<file path="src/rtl/abm_load_sched.sv">
// rtl/abm_load_sched.sv - one-at-a-time ABM load sequencer across the two loader engines
module abm_load_sched #(
  parameter logic [63:0] ABM_BYTES      = 64'h0000_0000_0040_0000,
  parameter logic [31:0] TIMEOUT_CYCLES = 32'd250_000_000
) (
  input  logic        clk,
  input  logic        reset,
  input  logic [1:0]  load_req,
  input  logic        load_wstrobe,
  input  logic [63:0] pci_src_addr,
  input  logic        idle_0,
  input  logic        idle_1,
  output logic        start_0,
  output logic        start_1,
  output logic [63:0] addr_0,
  output logic [63:0] addr_1,
  output logic [1:0]  busy,
  output logic        done,
  output logic        timeout_err,
  output logic        overrun
);

  typedef enum logic [2:0] {S_IDLE, S_SELECT, S_READY, S_ACK, S_RUN, S_DONE} state_t;

  state_t      state, state_nxt;
  logic [1:0]  pend_mask, act_mask;
  logic [63:0] pend_addr, base;
  logic        cur;
  logic [31:0] timer;

  logic        cur_idle, timer_hit, in_flight, sel_n, strobe_ok;
  logic        take, sel, launch, tmr_clr, tmo;
  logic [1:0]  pend_eff;

  assign cur_idle  = cur ? idle_1 : idle_0;
  assign timer_hit = (timer == TIMEOUT_CYCLES - 32'd1);
  assign in_flight = (state == S_READY) || (state == S_ACK) || (state == S_RUN);
  assign sel_n     = ~act_mask[0];
  assign strobe_ok = load_wstrobe && (load_req != 2'b00);
  // A strobe in the IDLE hand-off cycle lands in the freshly emptied queue.
  assign pend_eff  = take ? 2'b00 : pend_mask;
  assign busy      = pend_mask | act_mask | (in_flight ? (cur ? 2'b10 : 2'b01) : 2'b00);

  always_comb begin
    state_nxt = state;
    take      = 1'b0;
    sel       = 1'b0;
    launch    = 1'b0;
    tmr_clr   = 1'b0;
    tmo       = 1'b0;
    case (state)
      S_IDLE: begin
        if (pend_mask != 2'b00) begin
          take      = 1'b1;
          state_nxt = S_SELECT;
        end
      end
      S_SELECT: begin
        sel       = 1'b1;
        tmr_clr   = 1'b1;
        state_nxt = S_READY;
      end
      S_READY: begin
        if (cur_idle) begin
          launch    = 1'b1;
          tmr_clr   = 1'b1;
          state_nxt = S_ACK;
        end else if (timer_hit) begin
          tmo       = 1'b1;
          state_nxt = S_DONE;
        end
      end
      S_ACK: begin
        if (!cur_idle) begin
          tmr_clr   = 1'b1;
          state_nxt = S_RUN;
        end else if (timer_hit) begin
          tmo       = 1'b1;
          state_nxt = S_DONE;
        end
      end
      S_RUN: begin
        if (cur_idle) begin
          state_nxt = (act_mask != 2'b00) ? S_SELECT : S_DONE;
        end else if (timer_hit) begin
          tmo       = 1'b1;
          state_nxt = S_DONE;
        end
      end
      S_DONE: state_nxt = S_IDLE;
      default: state_nxt = S_IDLE;
    endcase
  end

  always_ff @(posedge clk or posedge reset) begin
    if (reset) begin
      state       <= S_IDLE;
      pend_mask   <= 2'b00;
      pend_addr   <= 64'd0;
      act_mask    <= 2'b00;
      base        <= 64'd0;
      cur         <= 1'b0;
      timer       <= 32'd0;
      start_0     <= 1'b0;
      start_1     <= 1'b0;
      addr_0      <= 64'd0;
      addr_1      <= 64'd0;
      done        <= 1'b0;
      timeout_err <= 1'b0;
      overrun     <= 1'b0;
    end else begin
      state   <= state_nxt;
      start_0 <= launch && !cur;
      start_1 <= launch && cur;
      done    <= (state == S_DONE);

      if (tmr_clr) begin
        timer <= 32'd0;
      end else if (in_flight) begin
        timer <= timer + 32'd1;
      end

      if (take) begin
        act_mask <= pend_mask;
        base     <= pend_addr;
      end else if (sel) begin
        act_mask <= act_mask & ~(sel_n ? 2'b10 : 2'b01);
        cur      <= sel_n;
        if (sel_n) begin
          addr_1 <= base + ABM_BYTES;
        end else begin
          addr_0 <= base;
        end
      end else if (tmo) begin
        act_mask <= 2'b00;
      end

      if (strobe_ok) begin
        pend_mask <= pend_eff | load_req;
        pend_addr <= pci_src_addr;
        overrun   <= (pend_eff != 2'b00);
      end else begin
        pend_mask <= pend_eff;
      end

      // A timeout in the same cycle as a strobe is a fresh event and wins.
      if (tmo) begin
        timeout_err <= 1'b1;
      end else if (strobe_ok) begin
        timeout_err <= 1'b0;
      end
    end
  end

endmodule
</file>
<file path="config.mk">
export PLATFORM = sky130hd
export DESIGN_NAME = abm_load_sched
export DESIGN_NICKNAME = d
export VERILOG_FILES = /design/src/rtl/abm_load_sched.sv
export SDC_FILE = /design/constraint.sdc
export NUM_CORES = 1
export LEC_CHECK = 0
export CAP_MARGIN = 10
export CELL_PAD_IN_SITES_DETAIL_PLACEMENT = 1
export CELL_PAD_IN_SITES_GLOBAL_PLACEMENT = 2
export CORE_MARGIN = 2
export CORE_UTILIZATION = 35
export DETAILED_ROUTE_END_ITERATION = 8
export PLACE_DENSITY_LB_ADDON = 0.1
export RECOVER_POWER = 100
export SLEW_MARGIN = 20
export SYNTH_ARGS = -nofsm -noshare
export SYNTH_HDL_FRONTEND = slang
export SYNTH_SLANG_ARGS = --single-unit
</file>
<file path="constraint.sdc">
create_clock -name clk -period 13.16 [get_ports clk]
set_input_delay 2.632 -clock clk [delete_from_list [all_inputs] [get_ports clk]]
set_output_delay 2.632 -clock clk [all_outputs]
set_load 0.01 [all_outputs]
</file>
[Word-level counts from Yosys, hierarchy flattened]
Index checks and enable logic that the tools add are counted.
W data, S select, Z words.
Storage, ports and cells
  output and inout bits: 135
  input bits: 71
  logic and storage cells: 79
  register bits: 301
Operators by class
  bitwise operators: 7
  mux-type cells: 31
  equality and inequality tests: 7
  reductions and logical operators: 18
  $add $sub $neg: 2
Operator list (count)
  $add A64 B23 Y64 const B: 1
  $mux W32: 2
  $add A32 B1 Y32 const B: 1
  $eq A32 B28 Y1 const B: 1
  $mux W3: 6
  $mux W2: 8
  $pmux W3 S5: 1
  $mux W1: 12
  $reduce_bool A2 Y1: 6
  $eq A3 B2 Y1 const B: 2
  $eq A3 B3 Y1 const B: 2
  $or A2 B2 Y2: 3
  $reduce_and A3 Y1: 2
  $eq A3 B1 Y1 const B: 1
  $logic_and A1 B1 Y1: 3
  $logic_not A3 Y1: 1
  $pmux W1 S3: 1
  $reduce_bool A3 Y1: 1
  $and A2 B2 Y2: 1
  $logic_or A1 B1 Y1: 2
  $ne A2 B2 Y1 const B: 1
  $not A1 Y1: 2
  $not A2 Y2: 1
  $pmux W1 S2: 1
  3 further kinds: 3

[Logic depth before layout (Yosys ltp)]
  word-level depth: 7
  depth in mapped cells: 8
  gate-level depth less buffers: 6

[Worst setup path before layout]
No wires, ideal clock.
  path kind: input-to-reg
  start: in load_req[1]
  end: reg pend_addr[10]
  slack: 9142 ps
  stages: 4
  data arrival time: 3893 ps
  buffers on the path: 2
  data required time: 13035 ps
  setup time: 125 ps
  path through: o21ai_1 > clkbuf_1 > clkbuf_1 > mux2_2
On the way
  cells in the longest elaborated chain, start to end: 2
RTL lines
  from (decl): RTL line 8  | input logic [1:0] load_req,
  $reduce_bool A2 Y1: RTL line 39  | assign strobe_ok = load_wstrobe && (load_req != 2'b00);
  $logic_and A1 B1 Y1: RTL line 39
  to (signal assigned): RTL line 140  | pend_addr <= pci_src_addr;
  to (decl): RTL line 27  | logic [63:0] pend_addr, base;
Every way passes these cells.
A chain may end at the register's enable or synchronous reset.

==> flow_summary.html <==
<table>
<tr><th>Metric</th><th>Value</th></tr>
<tr><th colspan="2">Logic synthesis</th></tr>
<tr><td>Share of the yosys chip area belonging to registers</td><td>0.5979</td></tr>
<tr><td>Combined area of all synthesized cells</td><td>0.01260 mm2</td></tr>
<tr><td>Most used flip-flop cell after synthesis</td><td>sky130_fd_sc_hd__dfrtp_1</td></tr>
<tr><td>Post-synthesis register bit count</td><td>301</td></tr>
<tr><td>Number of nets in the synthesized netlist</td><td>1226</td></tr>
<tr><td>Number of warning messages in the yosys log</td><td>0</td></tr>
<tr><td>Top cells by count, synth</td><td>sky130_fd_sc_hd__nand2_1, sky130_fd_sc_hd__dfrtp_1, sky130_fd_sc_hd__mux2_2</td></tr>
<tr><td>Cell taking the most area after synthesis</td><td>sky130_fd_sc_hd__dfrtp_1</td></tr>
<tr><td>Synth Instances</td><td>1153</td></tr>
<tr><td>EDFF count, synth</td><td>0</td></tr>
<tr><td>Cell types occupying the most area after synthesis</td><td>sky130_fd_sc_hd__dfrtp_1, sky130_fd_sc_hd__mux2_2, sky130_fd_sc_hd__nand2_1</td></tr>
<tr><td>Async set or reset register ratio after synthesis</td><td>1.000</td></tr>
<tr><td>Top-count cell post-synth</td><td>sky130_fd_sc_hd__nand2_1</td></tr>
<tr><td>Unique cell type count in the Yosys netlist</td><td>47</td></tr>
<tr><td>Average cell area after synthesis</td><td>10.93 um2</td></tr>
<tr><td>Share of the synthesized area in the top cell type</td><td>0.5979</td></tr>
<tr><th colspan="2">Critical path</th></tr>
<tr><td>Setup slack of the worst register-to-register path</td><td>8.63 ns</td></tr>
<tr><td>Setup CP Type</td><td>primary input to asynchronous set/reset pin</td></tr>
<tr><td>Capturing element type of the critical path</td><td>asynchronous set/reset pin</td></tr>
<tr><td>Arrival time reported for the critical path endpoint</td><td>7.68 ns</td></tr>
<tr><td>Worst Reg2Reg Path Length in Cells</td><td>3</td></tr>
<tr><td>Launching element type of the critical path</td><td>primary input</td></tr>
<tr><td>Peak fanout along the critical path</td><td>109</td></tr>
<tr><td>Worst Path Required</td><td>13.64 ns</td></tr>
<tr><th colspan="2">Power and ir drop</th></tr>
<tr><td>Total power per unit cell area</td><td>222.4 mW/mm2</td></tr>
<tr><td>Peak VDD IR</td><td>174.3 uV</td></tr>
<tr><td>Leak pwr</td><td>7.446 nW</td></tr>
<tr><th colspan="2">Clock tree</th></tr>
<tr><td>Number of buffers created by CTS</td><td>36</td></tr>
<tr><td>Clock Sinks</td><td>301</td></tr>
<tr><td>Root buffer cell</td><td>sky130_fd_sc_hd__clkbuf_16</td></tr>
<tr><td>Clk_lat worst skew</td><td>0.50 ns</td></tr>
<tr><td>Number of instances resized during post-cts repair</td><td>0</td></tr>
<tr><td>Count of hold buffers inserted by post-cts repair</td><td>0</td></tr>
<tr><td>Post-CTS Repair Setup Buffers</td><td>0</td></tr>
<tr><td>H-tree depth</td><td>2</td></tr>
<tr><td>Clk pin slew, worst setup/hold paths</td><td>0.06 ns</td></tr>
<tr><td>Clock buffer depth</td><td>3</td></tr>
<tr><td>Clock tree from TritonCTS</td><td>built</td></tr>
<tr><th colspan="2">Detailed routing</th></tr>
<tr><td>Drt initial violations</td><td>284</td></tr>
<tr><td>Post-route DRC violation count</td><td>0</td></tr>
<tr><td>Uppermost metal layer occupied by signal nets</td><td>met5</td></tr>
<tr><td>Post-route ant nets</td><td>0</td></tr>
<tr><td>Router iterations before antenna repair</td><td>4</td></tr>
<tr><td>Per-cell via count in the routed design</td><td>4.890</td></tr>
<tr><td>Met1 WL</td><td>15170 um</td></tr>
<tr><td>Routed met2 length</td><td>15760 um</td></tr>
<tr><td>Drt total wl</td><td>33110 um</td></tr>
<tr><td>Met3 routed WL</td><td>1570 um</td></tr>
<tr><td>Per-cell routed wire length</td><td>18.05 um</td></tr>
<tr><td>Via count of the routed design</td><td>8968</td></tr>
<tr><th colspan="2">Cells and area</th></tr>
<tr><td>Synthesis-to-layout area growth</td><td>29.33%</td></tr>
<tr><td>Final instance count without filler cells</td><td>1834</td></tr>
<tr><td>Total number of nets in the final design</td><td>1421</td></tr>
<tr><td>Fraction of final layout cells sized beyond drive strength 1</td><td>0.1517</td></tr>
<tr><th colspan="2">Die</th></tr>
<tr><td>Area of the core region</td><td>0.03548 mm2</td></tr>
<tr><td>Standard-cell rows</td><td>69</td></tr>
<tr><td>Initial Util</td><td>0.3551</td></tr>
<tr><td>Number of I/O pins</td><td>206</td></tr>
<tr><td>Die height</td><td>193.7 um</td></tr>
<tr><td>Die area</td><td>0.03753 mm2</td></tr>
<tr><td>Horiz. Die Dim</td><td>193.7 um</td></tr>
<tr><th colspan="2">Place</th></tr>
<tr><td>Last weighted congestion value of the routability-driven placer</td><td>0.7762</td></tr>
<tr><td>Count of buffers inserted at the top-level ports</td><td>205</td></tr>
<tr><td>Number of cells in the design after placement</td><td>1770</td></tr>
<tr><td>HPWL after detailed placement</td><td>21560 um</td></tr>
<tr><th colspan="2">GRT</th></tr>
<tr><td>GRT overflow</td><td>0</td></tr>
<tr><td>Total routing resource utilization after global routing</td><td>0.1803</td></tr>
<tr><td>Vias in the first global route</td><td>9534</td></tr>
<tr><td>First-pass GRT wire length</td><td>54410 um</td></tr>
<tr><td>Maximum number of pins on one net before global-route repair</td><td>110</td></tr>
<tr><td>Number of antenna violations at the first check in global routing</td><td>4</td></tr>
<tr><th colspan="2">Hold path</th></tr>
<tr><td>Path class of the lowest-slack min-delay path</td><td>flop to flop</td></tr>
<tr><td>Hold depth</td><td>2</td></tr>
<tr><th colspan="2">Job</th></tr>
<tr><td>Max-capacitance violation count</td><td>6</td></tr>
<tr><th colspan="2">Run status</th></tr>
<tr><td>Status</td><td>finished, violations left</td></tr>
<tr><td>Violations in the final reports</td><td>capacitance limit, slew limit</td></tr>
<tr><th colspan="2">STA</th></tr>
<tr><td>Setup-failing EPs final</td><td>0</td></tr>
<tr><td>Fin crit period</td><td>7.200 ns</td></tr>
<tr><td>Final-report hold violation count</td><td>0</td></tr>
<tr><td>Transition time of the tightest slew-check pin</td><td>4.820 ns</td></tr>
<tr><td>Worst slew margin relative to its limit</td><td>-2.231</td></tr>
<tr><td>Sum of negative setup slack</td><td>0 ns</td></tr>
<tr><td>Fin Clk Skew</td><td>0.01098 ns</td></tr>
<tr><td>Maximum clock rate</td><td>138.9 MHz</td></tr>
<tr><td>Post-route clock period utilization</td><td>0.5471</td></tr>
<tr><td>Unrepaired setup endpoints after global routing</td><td>false</td></tr>
<tr><td>Final max-slew violation count</td><td>429</td></tr>
</table>
[state kept, by name (all words and copies together) (netlist names), 2 cells and up]
signal,cells
act_mask,2
addr_0,64
addr_1,64
base,64
pend_addr,64
pend_mask,2
state,3
timer,32
[report_power, final]
group          switching [mW]  internal (mW)  leakage [nW]
combinational           0.585          0.532          3.05
clock                   0.377          0.624         0.600
sequential              0.273           1.23          3.79
total                    1.23           2.39          7.45
[cell type report]
type,count,area (um2)
fill,3836,19190
sequential,301,7532
multi-input combinational,785,4817
timing repair buffer,217,2127
clock buffer,55,1124
tap,461,576.8
clock inverter,6,83.83
inverter,7,27.53
antenna,2,5.005
[cell usage in the layout, fill, tap and decap left out, drive strengths merged, types with 7 or more instances in the layout]
cell           netlist  routed
nor4                11      11
nand2              324     324
clkdlybuf4s50        0      67
buf                 15       8
or3                  7       7
xor2                52      52
mux2               130     130
inv                  7       7
dlygate4sd3          0     138
clkbuf              45      59
and3                11      11
a21oi               11      11
o21ai               52      52
xnor2               16      16
nand4               40      40
nand3               39      39
dfrtp              301     301
nor2                51      51
nor3                10      10
[through the flow]
stage | instance area, um2 | util | total power [mW] | worst slack [ns] | hold WS [ns]
finish | 16290 | 0.4592 | 3.624 | 5.960 | 0.4588
global route | 16290 | 0.4590 | 3.885 | 4.966 | 0.4858
CTS | 16310 | 0.4597 | 3.749 | 7.930 | 0.4635
detailed placement | 15110 | 0.4257 | 2.723 | 7.595 | 0.4515
global placement | 15110 | 0.4257 | 2.692 | 7.584 | 0.4426
floorplan | 12600 | - | 2.097 | 2.210 | 0.4331
[kinds of logic (layout without fill, tap and decap cells)]
family	after synthesis	count (layout)	synth area share
and+or+nand+nor	510	510	0.1791
DFF	301	301	0.5979
other	0	2	0
muxes	131	131	0.1170
xor gates and xnor gates	68	68	0.04727
AOI/OAI and AO/OA	74	74	0.03397
adders and majority gates	2	2	0.001986
buffers and inverters	67	285	0.02284
[worst paths after layout]
kind | from | endpoint
worst max-delay path | reset | addr_0[50]
worst min-delay path | pend_addr[40] | base[40]
worst max register to register | state[0] | addr_1[28]
worst min register to register | pend_addr[40] | base[40]
max in group clk | load_wstrobe | pend_addr[51]
min in group asynchronous | reset | timer[23]
[metal layers]
metal / GRT usage / vias up
li1: - / 4276
met1: 0.2444 / 4485
met2: 0.2984 / 156
met3: 0.03740 / 47
met4: 0.03986 / 4
met5: 0 / -
[critical path, cell delays in order]
cell,delay (ns)
sky130_fd_sc_hd__dlygate4sd3_1,0.55
sky130_fd_sc_hd__clkinvlp_2,2.65
sky130_fd_sc_hd__buf_4,0.90
sky130_fd_sc_hd__buf_4,0.87
(Power assumes the default switching activity.)
